[src/rtl/decoder_nto2n_scan_pkg.sv]
// Purpose: shared types, mode constants and the one-hot helper for the scanning decoder.
// Latency: n/a (declarations only).
// Backpressure: n/a.
package decoder_pkg;

    typedef enum logic [1:0] {
        ST_IDLE   = 2'd0,
        ST_DIRECT = 2'd1,
        ST_SCAN   = 2'd2
    } state_e;

    localparam logic MODE_DIRECT = 1'b0;
    localparam logic MODE_SCAN   = 1'b1;

    // Widest supported output vector (SEL_W up to 6).
    localparam int MAX_OUT = 64;

    // One-hot of idx, or all-zero when idx is not a valid output (idx >= n).
    function automatic logic [MAX_OUT-1:0] onehot(input logic [5:0] idx, input int n);
        logic [MAX_OUT-1:0] r;
        r = '0;
        if (int'(idx) < n) begin
            r[idx] = 1'b1;
        end
        return r;
    endfunction

endpackage

[src/rtl/decoder_nto2n_scan_dwell_cnt.sv]
// Purpose: dwell counter; counts 0..DWELL-1 and wraps, tc flags the last count.
// Latency: count updates 1 cycle after clr/inc are sampled; tc is combinational from the count.
// Backpressure: none; clr has priority over inc.
// Ports: clk, rst_n (async active-low), clr, inc, tc.
module decoder_dwell_cnt #(
    parameter int DWELL = 4,
    parameter int CW    = (DWELL > 1) ? $clog2(DWELL) : 1
) (
    input  logic clk,
    input  logic rst_n,
    input  logic clr,
    input  logic inc,
    output logic tc
);

    localparam logic [CW-1:0] LAST = CW'(DWELL - 1);

    logic [CW-1:0] cnt_q;
    logic [CW-1:0] cnt_d;

    always_comb begin
        cnt_d = cnt_q;
        if (clr) begin
            cnt_d = '0;
        end else if (inc) begin
            cnt_d = (cnt_q == LAST) ? '0 : cnt_q + 1'b1;
        end
    end

    always_ff @(posedge clk or negedge rst_n) begin
        if (!rst_n) begin
            cnt_q <= '0;
        end else begin
            cnt_q <= cnt_d;
        end
    end

    // With DWELL=1 LAST is 0, so tc is permanently high and the scan steps every cycle.
    assign tc = (cnt_q == LAST);

endmodule

[src/rtl/decoder_nto2n_scan.sv]
// Purpose: registered N-to-2^N one-hot decoder with enable, DIRECT decode and auto-scan modes.
// Latency: 1 cycle from sampled inputs to out_y/cur_idx/wrap(/sel_err).
// Backpressure: none; inputs are sampled every cycle.
// Ports: clk, rst_n (async active-low), en, mode (0 DIRECT / 1 SCAN), sel, load,
//        out_y (one-hot or zero), cur_idx, wrap (scan wrap pulse),
//        sel_err (present only when DECODER_SEL_ERR_EN is defined).
module decoder_nto2n_scan
    import decoder_pkg::*;
#(
    parameter int SEL_W   = 3,
    parameter int NUM_OUT = 8,
    parameter int DWELL   = 4
) (
    input  logic               clk,
    input  logic               rst_n,
    input  logic               en,
    input  logic               mode,
    input  logic [SEL_W-1:0]   sel,
    input  logic               load,
    output logic [NUM_OUT-1:0] out_y,
    output logic [SEL_W-1:0]   cur_idx,
    output logic               wrap
`ifdef DECODER_SEL_ERR_EN
    ,
    output logic               sel_err
`endif
);

    // One bit wider than sel so NUM_OUT == 2**SEL_W is representable.
    localparam logic [SEL_W:0]   NUM_OUT_W = (SEL_W + 1)'(NUM_OUT);
    localparam logic [SEL_W-1:0] LAST_IDX  = SEL_W'(NUM_OUT - 1);

    state_e state_q, state_d;

    logic [NUM_OUT-1:0] out_y_q, out_y_d;
    logic [SEL_W-1:0]   cur_idx_q, cur_idx_d;
    logic               wrap_q, wrap_d;
    logic               sel_err_d;

    logic               scan_entry;
    logic               sel_ok;
    logic [SEL_W-1:0]   sel_clamped;
    logic [SEL_W-1:0]   idx_adv;
    logic               dwell_clr;
    logic               dwell_tc;
    logic [5:0]         idx6;
    logic [MAX_OUT-1:0] oh;

    decoder_dwell_cnt #(
        .DWELL (DWELL)
    ) u_dwell (
        .clk   (clk),
        .rst_n (rst_n),
        .clr   (dwell_clr),
        .inc   (1'b1),
        .tc    (dwell_tc)
    );

    always_comb begin
        state_d     = !en ? ST_IDLE : ((mode == MODE_SCAN) ? ST_SCAN : ST_DIRECT);
        scan_entry  = (state_d == ST_SCAN) && (state_q != ST_SCAN);
        sel_ok      = ({1'b0, sel} < NUM_OUT_W);
        sel_clamped = sel_ok ? sel : '0;
        // Out-of-range indices (reachable via DIRECT) fall back to 0 on the next step.
        idx_adv     = (cur_idx_q >= LAST_IDX) ? '0 : cur_idx_q + 1'b1;

        cur_idx_d = cur_idx_q;
        wrap_d    = 1'b0;
        sel_err_d = 1'b0;
        dwell_clr = 1'b1;

        case (state_d)
            ST_DIRECT: begin
                cur_idx_d = sel;
                sel_err_d = !sel_ok;
            end
            ST_SCAN: begin
                if (load) begin
                    // load wins over a coincident terminal-count advance.
                    cur_idx_d = sel_clamped;
                    sel_err_d = !sel_ok;
                end else if (!scan_entry) begin
                    dwell_clr = 1'b0;
                    if (dwell_tc) begin
                        cur_idx_d = idx_adv;
                        wrap_d    = (cur_idx_q == LAST_IDX);
                    end
                end
            end
            default: begin
            end
        endcase

        // The decoded output always follows the index being registered this cycle.
        idx6               = '0;
        idx6[SEL_W-1:0]    = cur_idx_d;
        oh                 = onehot(idx6, NUM_OUT);
        out_y_d            = (state_d == ST_IDLE) ? '0 : oh[NUM_OUT-1:0];
    end

    always_ff @(posedge clk or negedge rst_n) begin
        if (!rst_n) begin
            state_q   <= ST_IDLE;
            out_y_q   <= '0;
            cur_idx_q <= '0;
            wrap_q    <= 1'b0;
        end else begin
            state_q   <= state_d;
            out_y_q   <= out_y_d;
            cur_idx_q <= cur_idx_d;
            wrap_q    <= wrap_d;
        end
    end

    assign out_y   = out_y_q;
    assign cur_idx = cur_idx_q;
    assign wrap    = wrap_q;

`ifdef DECODER_SEL_ERR_EN
    logic sel_err_q;

    always_ff @(posedge clk or negedge rst_n) begin
        if (!rst_n) begin
            sel_err_q <= 1'b0;
        end else begin
            sel_err_q <= sel_err_d;
        end
    end

    assign sel_err = sel_err_q;
`else
    // Range error is still computed for the shared decode logic; nothing observes it here.
    logic unused_sel_err;
    assign unused_sel_err = sel_err_d;
`endif

endmodule
[config.mk]
export PLATFORM = sky130hd
export DESIGN_NAME = decoder_nto2n_scan
export DESIGN_NICKNAME = d
export VERILOG_FILES = /design/src/rtl/decoder_nto2n_scan_pkg.sv /design/src/rtl/decoder_nto2n_scan_dwell_cnt.sv /design/src/rtl/decoder_nto2n_scan.sv
export SDC_FILE = /design/constraint.sdc
export NUM_CORES = 1
export LEC_CHECK = 0
export BUFFER_PORTS_ARGS = -buffer_cell sky130_fd_sc_hd__buf_4
export CAP_MARGIN = 20
export CORE_AREA = 2 2 45 47
export DETAILED_ROUTE_END_ITERATION = 8
export DIE_AREA = 0 0 47 49
export PLACE_DENSITY = 0.64
export SLEW_MARGIN = 25
export SYNTH_ARGS = -nofsm -noshare
export SYNTH_HDL_FRONTEND = slang
export SYNTH_SLANG_ARGS = --single-unit
[constraint.sdc]
create_clock -name clk -period 2 [get_ports clk]
set_clock_uncertainty 0.05 [all_clocks]
set_input_delay 0.4 -clock clk [delete_from_list [all_inputs] [get_ports clk]]
set_output_delay 0.4 -clock clk [all_outputs]
set_load 0.01 [all_outputs]
==> results of run 1 <==
==> synth_stat cells (all sizes together) <==
cell,instances
a2111oi,1
a211oi,1
a21o,1
a311o,1
a31oi,1
and2,1
and2b,2
and3,1
buf,1
dfrtp,16
ha,3
inv,4
nand2,3
nand2b,4
nand3,2
nand3b,2
nor2,9
nor2b,1
nor3,3
nor4,1
o21a,1
o21ai,1
o22ai,1
or2,1
or2b,1
or3b,1
or4,1
==> sequential cells by signal, summed over array words and instances, names as in the netlist <==
name           count
state_q            2
wrap               1
out_y              8
u_dwell.cnt_q      2
cur_idx            3
==> path summary, 6_finish.rpt <==
kind	startpoint	cells past startpoint	endpoint
max	cur_idx[0]	7	out_y[0]
min	mode	2	state_q[1]
max reg2reg	cur_idx[0]	7	out_y[0]
min reg2reg	u_dwell.cnt_q[0]	1	u_dwell.cnt_q[0]
max in group asynchronous	rst_n	2	out_y[1]
min in group asynchronous	rst_n	2	wrap
==> placed cells by master (no fill, tap or decap), drive strengths merged, types with 2 or more instances in the layout <==
cell,instances
and2b,2
buf,22
clkbuf,3
dfrtp,16
ha,3
inv,4
nand2,3
nand2b,4
nand3,2
nand3b,2
nor2,9
nor3,3
==> logic make-up (layout without fill, tap and decap cells) <==
| logic type | Yosys count | in the layout | share of synthesized area [%] |
|---|---|---|---|
| AOI/OAI and AO/OA | 8 | 8 | 8.890 |
| adders and majority gates | 3 | 3 | 5.129 |
| buffers and inverters | 5 | 30 | 3.589 |
| DFF | 16 | 16 | 54.70 |
| and+or+nand+nor | 33 | 33 | 27.69 |
==> final cells by class <==
cell class	count	area (µm²)	share of cell area, %
Sequential cell	16	400.4	41.83
Multi-Input combinational cell	44	310.3	32.42
Timing Repair Buffer	23	175.2	18.30
Tap cell	27	33.78	3.529
Clock buffer	3	22.52	2.353
Inverter	4	15.01	1.569
==> per-layer routing <==
metal	part of all wire (%)	vias to the layer above	global-route usage, %	wire length (µm)
li1	-	276	-	-
met1	47	243	18.10	642
met2	50	9	20.32	686
met3	2.3	2	2.222	32
met4	1.0	0	6.944	14
met5	0	-	0	0
==> power by group through the flow <==
stage / clock network (mW) / registers [mW] / logic, mW
6_report: 0.156 / 0.352 / 0.145
5_1_grt: 0.181 / 0.354 / 0.160
4_1_cts: 0.166 / 0.352 / 0.140
3_5_place_dp: 0 / 0.359 / 0.138
3_3_place_gp: 0 / 0.358 / 0.136
2_1_floorplan: 0 / 0.369 / 0.0646
==> critical path: stages, from the launching register on <==
cell      delay, ps
dfrtp_1         390
ha_2            180
ha_2            300
nand2b_1         50
or4_1           520
nand3_2         120
or2_1           130
nor2_1           50
==> timing repair <==
action,4_1_cts,5_1_grt
endpoints found under the hold margin,16,0
resized for setup,0,2
hold buffers,1,0
buffers inserted,0,1
setup endpoints to repair,0,4
==> stage by stage <==
step           std cells  util [%]  power, mW  area, µm²
3_3_place_gp         112     49.52     0.4937      912.1
2_1_floorplan         65         -     0.4332      732.0
3_5_place_dp         112     49.52     0.4971      912.1
6_report             117     51.97     0.6531      957.2
5_1_grt              117     51.97     0.6951      957.2
4_1_cts              116     51.29     0.6584      944.7
==> impl_metrics.toml, run 1 <==
[clocking]
worst_skew_pair.late_latency_ps = 270
cts_made_buffers = 3
cts_num_sinks = 16
root_buffer = "clkbuf_4"
cts_htree_levels = 1
clk_pin_slew_ps = 80
cts_tree = "done"
clockBufferDepth = 2

[logic_synthesis]
syn-cell-area_um2 = 732.0
yosysUniqueCellTypes = 30
yosysSeqAreaShare_pct = 54.70
syn_inst = 65
synth-seq-cells = 16
yosysTopAreaCell = "dfrtp_1"
synth_top_area_share_pct = 54.70
postSynthAreaPerCell_um2 = 11.26
synth_fp_nets = 76
synthTopCellsByArea = "dfrtp_1 55%, ha_1 5.1%, nor2_1 4.6%"
yosysWarnings = 0

[power_and_ir_drop]
switching_power_mw = 0.1674
clock_power_share_pct = 23.9
pwr-share-comb_pct = 22.1
p_seq_share_pct = 53.9
p_int_mw = 0.4857
max-vdd-ir-drop_mv = 0.4726
power.leakage_nw = 0.4620
cellPowerDensity_nw_per_um2 = 682.4
switching_share_pct = 25.63

[route]
final_antenna_net_count = 0
first_pass_iters = 4
drc = 0
viasPerCell = 4.530
vias = 530
drt_iter0_markers = 8
wl_per_cell_um = 11.75
drt_wl_total_um = 1375

[critical_path]
crit_required_ps = 2090
critPathKind = "reg -> reg"
cp.arrival_ps = 2010
start_kind = "register"
r2r_slack_ps = 80
crit_fanout = 5
worst_setup_path_end_kind = "register"

[grt]
grt_first_pass_wirelength_um = 2214
track_usage_pct = 13.49
overflow = 0
grt_max_degree = 17
grt_pass1_vias = 499
antenna_found_initial = 0

[sta]
rsz0062_at_grt = "false"
period_share_pct = 95.95
clock.fmax_mhz = 521.1
fin_tns_setup_ps = 0
finalSetupViolations = 0
max-slew-margin-rel_pct = 74.34
hold_viol = 0
whs_ps = 346.7
finalMaxSlewViolations = 0
final.setup.worst_slack_ps = 80.96
worst_slew_pin_slew_ps = 382.4
period_minus_slack_ps = 1919

[floorplan]
die-width_um = 47
die_h_um = 49
core_area_um2 = 1842
ios = 20
initial_utilization_pct = 39.74
std_cell_rows = 16
die_area_um2 = 2303

[cells_and_area]
syn_to_final_growth_pct = 30.77
n_antenna_cell = 0
fin_nets = 103
drive_gt1_share_pct = 38.89
fill_cells = 185

[place]
hpwl_um = 1026
portBuffers = 19
gp_congestion = 0.8778
pre_cts_slack_ps = 78.45

[min_path]
hp-class = "in -> reg"

[run_status]
status = "finished clean"

[flow_run]
drv_cap = 0
(Power assumes the default switching activity.)
==> inputs of run 2 (changes only) <==
--- a/config.mk
+++ b/config.mk
@@ -11,6 +11,7 @@
 export DETAILED_ROUTE_END_ITERATION = 8
 export DIE_AREA = 0 0 47 49
 export PLACE_DENSITY = 0.64
+export REMOVE_ABC_BUFFERS = 1
 export SLEW_MARGIN = 25
 export SYNTH_ARGS = -nofsm -noshare
 export SYNTH_HDL_FRONTEND = slang
==> run 2 against run 1 <==
Total power up 0.54%. Global-route usage rose by 1.4 points. Worst hold slack got worse by 3.7 ps. Routed wire length up 2.3%. Sequential power is essentially flat. Fmax about the same. First-iteration DRC count grew 25%. Critical endpoint unchanged. Non-clock buffer count is 1 lower. Highest routed layer unchanged. Flip-flop and latch count unchanged. Final area decreased by 0.78%. Count of clock-buffer cells in the layout unchanged. Via count is 6.2% higher.
==> impl_metrics.toml, run 2 (synthesis results as in run 1) <==
[run_status]
status = "finished clean"

[cells_and_area]
n_antenna_cell = 0
fin_nets = 102
fill_cells = 185
largest_register_ffs = 8
final_common_cell = "buf_4"
final_util_pct = 51.56
fin_area_um2 = 949.7
final_cell_mix = "21 x buf_4, 16 x dfrtp_1, 9 x nor2_1, 4 x inv_1"
syn_to_final_growth_pct = 29.74
drive_gt1_share_pct = 38.20

[place]
portBuffers = 19
post_dp_cell_area_um2 = 912.1
gp_congestion = 0.8197
hpwl_um = 1098

[grt]
grt_first_pass_wirelength_um = 2484
grt_max_degree = 17
track_usage_pct = 14.84
antenna_found_initial = 0
overflow = 0
grt_pass1_vias = 588

[clocking]
cts_made_buffers = 3
root_buffer = "clkbuf_4"
cts_htree_levels = 1
clockBufferDepth = 2
postCtsSetupRepairBufs = 0
cts_tree = "done"
clk_pin_slew_ps = 90
cts_num_sinks = 16
worst_skew_pair.late_latency_ps = 280

[floorplan]
std_cell_rows = 16
die_h_um = 49
die_area_um2 = 2303
die-width_um = 47
ios = 20
core_area_um2 = 1842
initial_utilization_pct = 39.74

[sta]
max-slew-margin-rel_pct = 73.53
period_share_pct = 96.00
fin_tns_setup_ps = 0
finalSetupViolations = 0
period_minus_slack_ps = 1920
hold_viol = 0
whs_ps = 343.0
finalMaxSlewViolations = 0
rsz0062_at_grt = "false"
clock.fmax_mhz = 520.8
worst_slew_pin_slew_ps = 394.4

[route]
drc = 0
vias = 563
first_pass_iters = 4
drt_wl_total_um = 1407
wl_per_cell_um = 12.13
drt_iter0_markers = 10
viasPerCell = 4.853
final_antenna_net_count = 0

[critical_path]
reg2reg_depth = 7
startpoint = "cur_idx[0]"
endpoint = "out_y[0]"
r2r_start = "cur_idx[0]"
crit_required_ps = 2100
crit_fanout = 5
cp.arrival_ps = 2020
rr_endpoint = "out_y[0]"
r2r_slack_ps = 80
critPathKind = "reg -> reg"
start_kind = "register"
worst_setup_path_end_kind = "register"

[power_and_ir_drop]
power.leakage_nw = 0.4571
p_seq_share_pct = 53.7
max-vdd-ir-drop_mv = 0.4347
pwr-share-comb_pct = 21.3
cellPowerDensity_nw_per_um2 = 691.5
switching_power_mw = 0.1735
total_power_mw = 0.6566
clock_power_share_pct = 24.9
p_int_mw = 0.4832
switching_share_pct = 26.42

[min_path]
hp-class = "in -> reg"

[flow_run]
drv_cap = 0
## run 2: worst min-delay path by stage
stage / start / end / slack, ps / depth (start not counted)
after CTS: mode / state_q[1] / 340 / 2
after global routing: mode / state_q[1] / 350 / 2
after global placement: rst_n / out_y[3] / 220 / 1
after floorplan: rst_n / cur_idx[0] / 50 / 0
final: mode / state_q[1] / 340 / 2
after detailed placement: rst_n / out_y[3] / 220 / 1
## run 2: area by class of cell
cell class / instances / area, µm² / area share (%)
clock buffer: 3 / 22.52 / 2.372
inverter: 4 / 15.01 / 1.581
multi-input combinational: 44 / 310.3 / 32.67
sequential: 16 / 400.4 / 42.16
tap: 27 / 33.78 / 3.557
timing repair buffer: 22 / 167.7 / 17.65
## run 2: power by group through the flow
stage	clock, mW	sequential [mW]	combinational, mW
final	0.164	0.353	0.140
after CTS	0.169	0.352	0.141
after detailed placement	0	0.358	0.139
after floorplan	0	0.369	0.0609
after global routing	0.183	0.354	0.158
after global placement	0	0.358	0.136
## run 2: metal layers
layer,routed length (µm),part of all wire [%],track usage (%)
met5,0,0,0
met4,31,2.2,8.333
met3,55,3.9,3.333
met2,700,50,22.15
met1,620,44,19.19
## run 2: timing repair
| action | in CTS | in global routing |
|---|---|---|
| resized for setup | 0 | 2 |
| hold buffers | 1 | 0 |
| endpoints found under the setup margin | 0 | 3 |
| hold endpoints to repair | 16 | 0 |
## run 2: worst max-delay path, stage by stage (launching register included)
cell	delay (ps)
dfrtp_1	390
ha_2	180
ha_2	310
nand2b_1	40
or4_1	520
nand3_2	120
or2_1	130
nor2_1	40
## run 2: metrics by stage
stage / worst slack, ps / instances
2_1_floorplan: 60.24 / 64
3_3_place_gp: 123.4 / 112
3_5_place_dp: 99.71 / 112
4_1_cts: 78.51 / 116
5_1_grt: 6.223 / 116
6_report: 80.03 / 116
==> inputs of run 3 (changes only) <==
--- a/config.mk
+++ b/config.mk
@@ -7,10 +7,10 @@
 export LEC_CHECK = 0
 export BUFFER_PORTS_ARGS = -buffer_cell sky130_fd_sc_hd__buf_4
 export CAP_MARGIN = 20
-export CORE_AREA = 2 2 45 47
+export CORE_AREA = 2 2 43 45
 export DETAILED_ROUTE_END_ITERATION = 8
-export DIE_AREA = 0 0 47 49
-export PLACE_DENSITY = 0.64
+export DIE_AREA = 0 0 45 47
+export PLACE_DENSITY = 0.7
 export REMOVE_ABC_BUFFERS = 1
 export SLEW_MARGIN = 25
 export SYNTH_ARGS = -nofsm -noshare
==> run 3 against run 2 <==
Worst hold slack gained 7.6 ps. Fmax shrank 0.94%. Sequential power is essentially flat. Worst setup slack lost 18 ps. Routed wire length grew 6.2%. Cell count shrank 7.8%. Critical path depth is the same. Via count grew 1.4%. Critical path type unchanged. Critical endpoint unchanged.
==> impl_metrics.toml, run 3 (synthesis results as in run 1) <==
[power_and_ir_drop]
max-vdd-ir-drop_mv = 0.3968
p_seq_share_pct = 49.7
pwr-share-comb_pct = 20.6
switching_share_pct = 25.75
cellPowerDensity_nw_per_um2 = 735.6
p_int_mw = 0.5255
switching_power_mw = 0.1823
clock_power_share_pct = 29.7
power.leakage_nw = 0.4670

[cells_and_area]
n_antenna_cell = 0
final_common_cell = "buf_4"
largest_register_ffs = 8
fin_area_um2 = 962.2
seq_area_um2 = 400.4
syn_to_final_growth_pct = 31.45
multiInputGateArea_um2 = 321.6
drive_gt1_share_pct = 40.00
fin_nets = 102
final_cell_mix = "21 x buf_4, 16 x dfrtp_1, 9 x nor2_1, 4 x inv_1"
final_util_pct = 58.26
fill_cells = 156

[clocking]
cts_htree_levels = 1
worst_skew_pair.late_latency_ps = 280
cts_num_sinks = 16
cts_made_buffers = 3
clk_pin_slew_ps = 90
cts_tree = "done"
root_buffer = "clkbuf_4"
clockBufferDepth = 2
postCtsSetupRepairBufs = 0

[floorplan]
die-width_um = 45
die_h_um = 47
core_area_um2 = 1652
std_cell_rows = 15
ios = 20
initial_utilization_pct = 44.32
die_area_um2 = 2115

[sta]
clock.fmax_mhz = 515.9
period_share_pct = 96.91
finalMaxSlewViolations = 0
period_minus_slack_ps = 1938
max-slew-margin-rel_pct = 72.04
worst_slew_pin_slew_ps = 416.6
hold_viol = 0
finalSetupViolations = 0
rsz0062_at_grt = "false"
fin_tns_setup_ps = 0

[grt]
overflow = 0
antenna_found_initial = 0
grt_first_pass_wirelength_um = 2311
grt_max_degree = 17
grt_pass1_vias = 548
track_usage_pct = 16.27

[flow_run]
drv_cap = 0

[route]
vias = 571
drt_iter0_markers = 20
drt_wl_total_um = 1494
viasPerCell = 5.336
wl_per_cell_um = 13.96
drc = 0
first_pass_iters = 4
final_antenna_net_count = 0

[critical_path]
cp.arrival_ps = 2040
crit_fanout = 5
critPathKind = "reg -> reg"
start_kind = "register"
worst_setup_path_end_kind = "register"
critPathSlowestCell = "or4_4"
crit_path_frequent_cell = "ha_2"
cpPeakStageDelay_ps = 530
crit_path_cell_trace = "ha_2 > ha_2 > nand2b_1 > or4_4 > nand3_4 > or2_1 > nor2_1"
crit_required_ps = 2100

[place]
post_dp_cell_area_um2 = 899.6
hpwl_um = 1033
portBuffers = 19
gp_congestion = 0.8063

[min_path]
hp-class = "in -> reg"

[run_status]
status = "finished clean"
[run 3: changes by cell type in the layout (fill, tap and decap cells not counted), sizes merged]
cell / delta
clkbuf: +1
[run 3: final cells by class]
type / instances / area share, %
flip-flops and latches: 16 / 41.61
multi-input cells: 44 / 33.42
repair buffers: 22 / 17.43
clock buffers: 4 / 3.771
well taps: 17 / 2.211
inverters: 4 / 1.560
[run 3: power groups by stage]
| stage | sequential (mW) | combinational [mW] | clock (mW) |
|---|---|---|---|
| 2_1_floorplan | 0.369 | 0.0609 | 0 |
| 3_3_place_gp | 0.357 | 0.136 | 0 |
| 3_5_place_dp | 0.358 | 0.139 | 0 |
| 4_1_cts | 0.352 | 0.141 | 0.220 |
| 5_1_grt | 0.355 | 0.160 | 0.232 |
| 6_report | 0.352 | 0.146 | 0.210 |
[run 3: timing repair]
| action | CTS | global route |
|---|---|---|
| gates resized for setup | 0 | 4 |
| hold buffers | 1 | 0 |
| setup endpoints to repair | 0 | 4 |
| endpoints found under the hold margin | 16 | 0 |
[run 3: worst paths after layout]
kind | slack [ps] | start | endpoint | cells after the start
worst max-delay path | 60 | cur_idx[0] | out_y[0] | 7
worst min-delay path | 350 | mode | state_q[1] | 2
worst max register to register | 60 | cur_idx[0] | out_y[0] | 7
worst min register to register | 400 | u_dwell.cnt_q[0] | u_dwell.cnt_q[0] | 1
max in group asynchronous | 1250 | rst_n | out_y[1] | 2
min in group asynchronous | 470 | rst_n | out_y[2] | 2
[run 3: routing by layer]
layer  share of wire [%]  GRT usage, %  wire [µm]
met4                 1.9         10.00         28
met2                  52         28.00        779
met1                  43         16.87        638
met5                   0             0          0
met3                 3.2         6.154         48
[run 3: stage by stage]
step	power, mW	setup WS, ps	hold WS [ps]	instances
final	0.7077	61.72	350.6	107
after global routing	0.7471	15.81	336.8	107
after CTS	0.7131	16.16	340.5	107
after detailed placement	0.4967	68.81	217.2	102
after global placement	0.4930	112.8	213.7	102
after floorplan	0.4295	60.24	54.41	64
[run 3: worst max-delay path, delay by kind of cell, from the launching register on]
kind	cells	cell delay (ps)
fa+ha+maj	2	490
simple gates	5	860
flops	1	400
